### config.mk
export PLATFORM = sky130hd
export DESIGN_NAME = cpu_run_ctl
export DESIGN_NICKNAME = d
export VERILOG_FILES = /design/src/rtl/cpu_run_ctl.sv
export SDC_FILE = /design/constraint.sdc
export NUM_CORES = 1
export LEC_CHECK = 0
export CAP_MARGIN = 20
export CORE_MARGIN = 4
export CORE_UTILIZATION = 40
export CTS_CLUSTER_DIAMETER = 100
export DETAILED_ROUTE_END_ITERATION = 10
export GPL_TIMING_DRIVEN = 1
export PLACE_DENSITY = 0.86
export SYNTH_ARGS = -nofsm -noshare
export SYNTH_HDL_FRONTEND = slang
export SYNTH_SLANG_ARGS = --single-unit
### constraint.sdc
create_clock -name clk -period 5.6 [get_ports clk]
set_clock_uncertainty 0.2 [all_clocks]
set_input_delay 0.56 -clock clk [delete_from_list [all_inputs] [get_ports clk]]
set_output_delay 0.56 -clock clk [all_outputs]
set_load 0.03 [all_outputs]
### src/rtl/cpu_run_ctl.sv
`default_nettype none
// ============================================================================
// Module   : cpu_run_ctl
// Purpose  : Run / halt / single-step sequencer for the 5-stage stack
//            pipeline. Sits beside cpu_fetch and gates instruction issue.
//            It stops on a PC breakpoint, and it drains in-flight work before
//            it reports halted. It also counts accepted issues.
// Options  : CPU_RUN_CTL_CYCLE_LIMIT_EN - when defined, a per-RUN cycle
//            budget (cyc_limit_i) is built. The budget forces DRAIN and sets
//            the sticky limit_hit_o flag.
// Ports    : clk, rst         - clock, asynchronous active-high reset
//            run_req_i        - level, leave HALTED and free-run
//            step_req_i       - pulse, issue exactly one instruction
//            halt_req_i       - pulse, stop issuing while in RUN
//            bp_en_i          - breakpoint enable
//            bp_addr_i        - breakpoint PC
//            pc_1a_i          - PC presented by fetch this cycle
//            stall_2a_i       - decode stall, fetch not accepted
//            kill_4a_i        - branch kill from memory stage
//            cyc_limit_i      - RUN cycle budget (0 = unlimited, option only)
//            fetch_en_o       - fetch may issue pc_1a_i this cycle
//            halted_o         - pipeline idle in HALTED
//            state_o          - 0 HALTED, 1 RUN, 2 STEP, 3 DRAIN
//            issue_cnt_o      - accepted issues since reset (wraps)
//            limit_hit_o      - sticky, RUN ended by cycle budget
// Revision : 1.0 - initial release
// ============================================================================
module cpu_run_ctl #(
  parameter int PC_W      = 32,
  parameter int DRAIN_CYC = 4
) (
  input  logic            clk,
  input  logic            rst,
  input  logic            run_req_i,
  input  logic            step_req_i,
  input  logic            halt_req_i,
  input  logic            bp_en_i,
  input  logic [PC_W-1:0] bp_addr_i,
  input  logic [PC_W-1:0] pc_1a_i,
  input  logic            stall_2a_i,
  input  logic            kill_4a_i,
  input  logic [31:0]     cyc_limit_i,
  output logic            fetch_en_o,
  output logic            halted_o,
  output logic [1:0]      state_o,
  output logic [31:0]     issue_cnt_o,
  output logic            limit_hit_o
);

  typedef enum logic [1:0] {
    ST_HALTED = 2'd0,
    ST_RUN    = 2'd1,
    ST_STEP   = 2'd2,
    ST_DRAIN  = 2'd3
  } state_e;

  localparam int             CNT_W      = (DRAIN_CYC < 2) ? 1 : $clog2(DRAIN_CYC + 1);
  localparam logic [CNT_W-1:0] DRAIN_LOAD = CNT_W'(DRAIN_CYC);

  if (DRAIN_CYC < 1) begin : g_bad_drain_cyc
    $error("cpu_run_ctl: DRAIN_CYC must be at least 1");
  end

  state_e             state_q, state_d;
  logic [CNT_W-1:0]   drain_q, drain_d;
  logic               bp_skip_q, bp_skip_d;
  logic [31:0]        issue_cnt_q, issue_cnt_d;
  logic               halted_q, halted_d;

  logic               bp_hit;
  logic               fetch_en;
  logic               issue;
  logic               budget_hit;

  // fetch_en must be combinational on pc_1a_i. A breakpoint has to block
  // the very instruction that matches, not the one after it. STEP leaves on
  // the edge that accepts its issue, so fetch_en is held high for the whole
  // of STEP, including stalled cycles.
  assign bp_hit   = bp_en_i & ~bp_skip_q & (pc_1a_i == bp_addr_i) & (state_q == ST_RUN);
  assign fetch_en = ((state_q == ST_RUN) & ~bp_hit) | (state_q == ST_STEP);
  assign issue    = fetch_en & ~stall_2a_i;

  // --------------------------------------------------------------------------
  // Optional run-cycle budget
  // --------------------------------------------------------------------------
`ifdef CPU_RUN_CTL_CYCLE_LIMIT_EN
  logic [31:0] run_cyc_q, run_cyc_d;
  logic        limit_hit_q, limit_hit_d;

  // run_cyc_q counts completed RUN cycles. The budget fires in the cycle
  // that would complete the cyc_limit_i-th RUN cycle.
  assign budget_hit = (state_q == ST_RUN) && (cyc_limit_i != 32'd0) &&
                      ((run_cyc_q + 32'd1) == cyc_limit_i);

  always_comb begin
    run_cyc_d   = run_cyc_q;
    limit_hit_d = limit_hit_q | budget_hit;
    if ((state_q == ST_HALTED) && run_req_i) begin
      run_cyc_d = 32'd0;
    end else if (state_q == ST_RUN) begin
      run_cyc_d = run_cyc_q + 32'd1;
    end
  end

  always_ff @(posedge clk or posedge rst) begin
    if (rst) begin
      run_cyc_q   <= 32'd0;
      limit_hit_q <= 1'b0;
    end else begin
      run_cyc_q   <= run_cyc_d;
      limit_hit_q <= limit_hit_d;
    end
  end

  assign limit_hit_o = limit_hit_q;
`else
  logic unused_cyc_limit;
  assign unused_cyc_limit = ^cyc_limit_i;
  assign budget_hit       = 1'b0;
  assign limit_hit_o      = 1'b0;
`endif

  // --------------------------------------------------------------------------
  // Next-state logic
  // --------------------------------------------------------------------------
  always_comb begin
    state_d     = state_q;
    drain_d     = drain_q;
    bp_skip_d   = bp_skip_q;
    issue_cnt_d = issue_cnt_q + {31'd0, issue};

    // The skip covers only the first instruction accepted after resuming.
    if (issue) begin
      bp_skip_d = 1'b0;
    end

    case (state_q)
      ST_HALTED: begin
        // Resuming at bp_addr must not re-hit immediately, so arm the skip.
        if (run_req_i) begin
          state_d   = ST_RUN;
          bp_skip_d = 1'b1;
        end else if (step_req_i) begin
          state_d   = ST_STEP;
          bp_skip_d = 1'b1;
        end
      end
      ST_RUN: begin
        if (halt_req_i || bp_hit || budget_hit) begin
          state_d = ST_DRAIN;
          drain_d = DRAIN_LOAD;
        end
      end
      ST_STEP: begin
        if (issue) begin
          state_d = ST_DRAIN;
          drain_d = DRAIN_LOAD;
        end
      end
      ST_DRAIN: begin
        // A kill redirects fetch. The redirected work counts as in flight,
        // so the quiet window restarts.
        if (kill_4a_i) begin
          drain_d = DRAIN_LOAD;
        end else if (drain_q == CNT_W'(1)) begin
          state_d = ST_HALTED;
          drain_d = '0;
        end else begin
          drain_d = drain_q - CNT_W'(1);
        end
      end
      default: begin
        state_d = ST_HALTED;
      end
    endcase

    halted_d = (state_d == ST_HALTED);
  end

  always_ff @(posedge clk or posedge rst) begin
    if (rst) begin
      state_q     <= ST_HALTED;
      drain_q     <= '0;
      bp_skip_q   <= 1'b0;
      issue_cnt_q <= 32'd0;
      halted_q    <= 1'b1;
    end else begin
      state_q     <= state_d;
      drain_q     <= drain_d;
      bp_skip_q   <= bp_skip_d;
      issue_cnt_q <= issue_cnt_d;
      halted_q    <= halted_d;
    end
  end

  assign fetch_en_o  = fetch_en;
  assign halted_o    = halted_q;
  assign state_o     = state_q;
  assign issue_cnt_o = issue_cnt_q;

endmodule
`default_nettype wire

==> results.py <==
metrics = {
    "clock_network": {
        "numCtsBuffers": 5,
        "cts_resized": 0,
        "cts_buffer_depth": 2,
        "cts_tree": "done",
        "cts_setup_buffers": 0,
        "clk_pin_slew_ns": 0.08,
        "hold_buffers": 0,
        "cts_root_buf": "clkbuf_8",
        "clkSinkCount": 39,
        "clock_latency_ns": 0.28,
        "h-tree-depth": 2,
    },
    "status": {
        "status": "finished clean",
    },
    "critical_path": {
        "reg2reg_depth": 11,
        "r2r_slack_ns": 2.82,
        "reg2reg_to": "issue_cnt_o[28]",
        "start_kind": "input pin",
        "critPathCaptureType": "output pin",
        "r2r_start": "bp_skip_q",
        "path_max_fanout": 6,
        "criticalPathCategory": "input pin to output pin",
        "required_ns": 4.84,
        "crit_arrival_ns": 2.92,
    },
    "power_and_ir_drop": {
        "pwr-share-seq_pct": 43.3,
        "peakVddDrop_v": 0.0002148,
        "p_clk_share_pct": 22.3,
        "p_sw_mw": 0.2678,
        "p_comb_share_pct": 34.3,
        "p_leak_nw": 1.447,
        "p_int_mw": 0.5421,
        "p_per_area_nw_per_um2": 232.5,
        "p_sw_share_pct": 33.07,
    },
    "final_layout": {
        "diodes": 0,
        "fin_area_um2": 3483,
        "layout-drive-gt1-share_pct": 5.689,
        "fin_nets": 441,
        "area_growth_pct": 54.58,
        "fin_util_pct": 63.65,
    },
    "worst_hold_path": {
        "hp-class": "flop to flop",
        "hold_start": "issue_cnt_o[31]",
        "holdPathStages": 1,
        "holdPathEnd": "issue_cnt_o[31]",
    },
    "yosys": {
        "ys_seq_elements": 39,
        "yosys.area.top_type": "dfrtp_1",
        "syn-mean-instance-area_um2": 10.15,
        "syn_area_um2": 2253,
        "yosysWarningCount": 0,
        "synth_cells": 222,
        "ys_seq_area_share_pct": 43.36,
        "synth_area_leaders": "dfrtp_1 (42%), xor2_1 (14%), xnor2_1 (9.3%), nand2_1 (2.5%), nand4_1 (2.5%)",
        "yosysTopAreaCellShare_pct": 42.20,
        "syn_nets": 330,
        "synthArstFlopShare_pct": 100.0,
        "ys_types": 45,
        "synth_edf_count": 0,
        "synth_flop_cell": "dfrtp_1",
    },
    "global_routing": {
        "antenna_found_initial": 0,
        "grt_use_total_pct": 15.84,
        "grt_pass1_wl_um": 9232,
        "grt_overflow": 0,
        "grt_pass1_vias": 2121,
        "grt_max_degree": 40,
    },
    "placement": {
        "place_ws_ns": 1.920,
        "port_buffers": 107,
        "dp_hpwl_um": 4521,
        "gp_congestion": 0.7945,
        "placed_cell_area_um2": 3400,
    },
    "routing": {
        "antenna_left": 0,
        "vias_per_cell": 5.005,
        "drt-initial-drc-count": 78,
        "vias": 2032,
        "wl_per_cell_um": 13.35,
        "firstDrtPassIters": 4,
        "wl_um": 5421,
        "drc_errors": 0,
    },
    "floorplan": {
        "die_width_um": 83.06,
        "num_rows": 27,
        "die_area_um2": 6898,
        "fp.dieH_um": 83.06,
        "io_pins": 141,
        "initial_core_util_pct": 41.18,
        "core_area_um2": 5473,
    },
    "timing": {
        "min_period_over_period_pct": 65.70,
        "tns_ns": 0,
        "finalSetupViolations": 0,
        "rsz0062_at_grt": "no",
        "fin_crit_ns": 3.679,
        "timing.fmax_mhz": 271.8,
        "drv_slew": 0,
        "final_hold_viol_count": 0,
        "layout_setup_ws_ns": 1.921,
    },
    "flow_run": {
        "cap_violations": 0,
    },
}
-- metrics by stage --
step                power, mW  hold WS (ns)  std cells
CTS                    0.8181        0.2902        406
finish                 0.8099        0.2773        406
floorplan              0.5012        0.2622        222
global placement       0.6245        0.2681        398
global route           0.8607        0.3118        406
detailed placement     0.6319        0.2760        398
-- cell usage in the layout (no fill, tap or decap), types with 2 or more instances in the layout --
master / count
clkdlybuf4s50_1: 107
dfrtp_1: 38
xor2_1: 35
xnor2_1: 24
nand2_1: 15
nor2_1: 12
inv_1: 10
nand3_1: 10
nand4_1: 9
nor4_1: 6
o21ai_0: 6
and3_1: 5
clkbuf_8: 5
ha_1: 4
and2_1: 3
a21oi_1: 3
nor3_1: 2
nor3_2: 2
nand2b_1: 2
or2_2: 2
nor2b_1: 2
and4_1: 2
nor2_2: 2
o41ai_1: 2
a31oi_1: 2
clkbuf_1: 2
-- layer usage --
metal  GRT usage [%]  vias to the layer above  wire length (µm)
met2           28.86                       81              2810
li1                -                      989                 -
met5               0                        -                 0
met1           17.76                      946              2072
met4           6.686                        0               167
met3           3.274                       16               369
-- synthesized netlist by cell type, types with 3 or more instances --
| cell | number |
|---|---|
| nor4_1 | 6 |
| nand2_1 | 15 |
| o21ai_0 | 6 |
| a21oi_1 | 3 |
| xnor2_1 | 24 |
| nand4_1 | 9 |
| xor2_1 | 35 |
| ha_1 | 4 |
| and3_1 | 5 |
| and2_1 | 3 |
| dfrtp_1 | 38 |
| inv_1 | 10 |
| nor2_1 | 12 |
| nand3_1 | 10 |
-- power groups by stage --
stage               registers [mW]  logic, mW  clock network [mW]
floorplan                    0.381      0.120                   0
global placement             0.354      0.270                   0
detailed placement           0.355      0.277                   0
CTS                          0.350      0.280               0.188
global route                 0.357      0.304               0.200
finish                       0.351      0.278               0.181
-- layout make-up --
cell class / instances / area [µm²]
Multi-Input combinational cell: 169 / 1216
Sequential cell: 39 / 977.2
Tap cell: 72 / 90.09
Inverter: 10 / 37.54
Timing Repair Buffer: 108 / 1079
Clock inverter: 1 / 7.507
Fill cell: 466 / 1989
Clock buffer: 7 / 76.32
-- sequential cells by signal, indices dropped and copies added, names as in the netlist --
signal	count
issue_cnt_o	32
bp_skip_q	1
halted_o	1
drain_q	3
state_o	2
-- kinds of logic after synthesis --
logic type                 share of synthesized area (%)
adders and majority gates                          2.221
buffers and inverters                              2.665
AOI/OAI and AO/OA                                  7.385
other                                             0.1664
and+or+nand+nor                                    21.27
xor gates and xnor gates                           22.93
DFF                                                43.36
-- critical path, cell delays in order --
cell and delay, ns:
clkdlybuf4s50_1 0.42, xor2_1 0.15, nor4_1 0.33, nand4_1 0.21, nor3_2 0.43, o21ai_0 0.18, clkdlybuf4s50_1 0.62
-- how the worst max path moves through the flow --
stage	start	end	cells after the start
2_1_floorplan	bp_addr_i[0]	issue_cnt_o[28]	11
3_3_place_gp	bp_addr_i[26]	fetch_en_o	7
3_5_place_dp	bp_addr_i[26]	issue_cnt_o[28]	12
4_1_cts	bp_addr_i[26]	fetch_en_o	7
5_1_grt	pc_1a_i[17]	fetch_en_o	7
6_report	pc_1a_i[17]	fetch_en_o	7
Note: power is estimated with default switching activity, not from simulation.
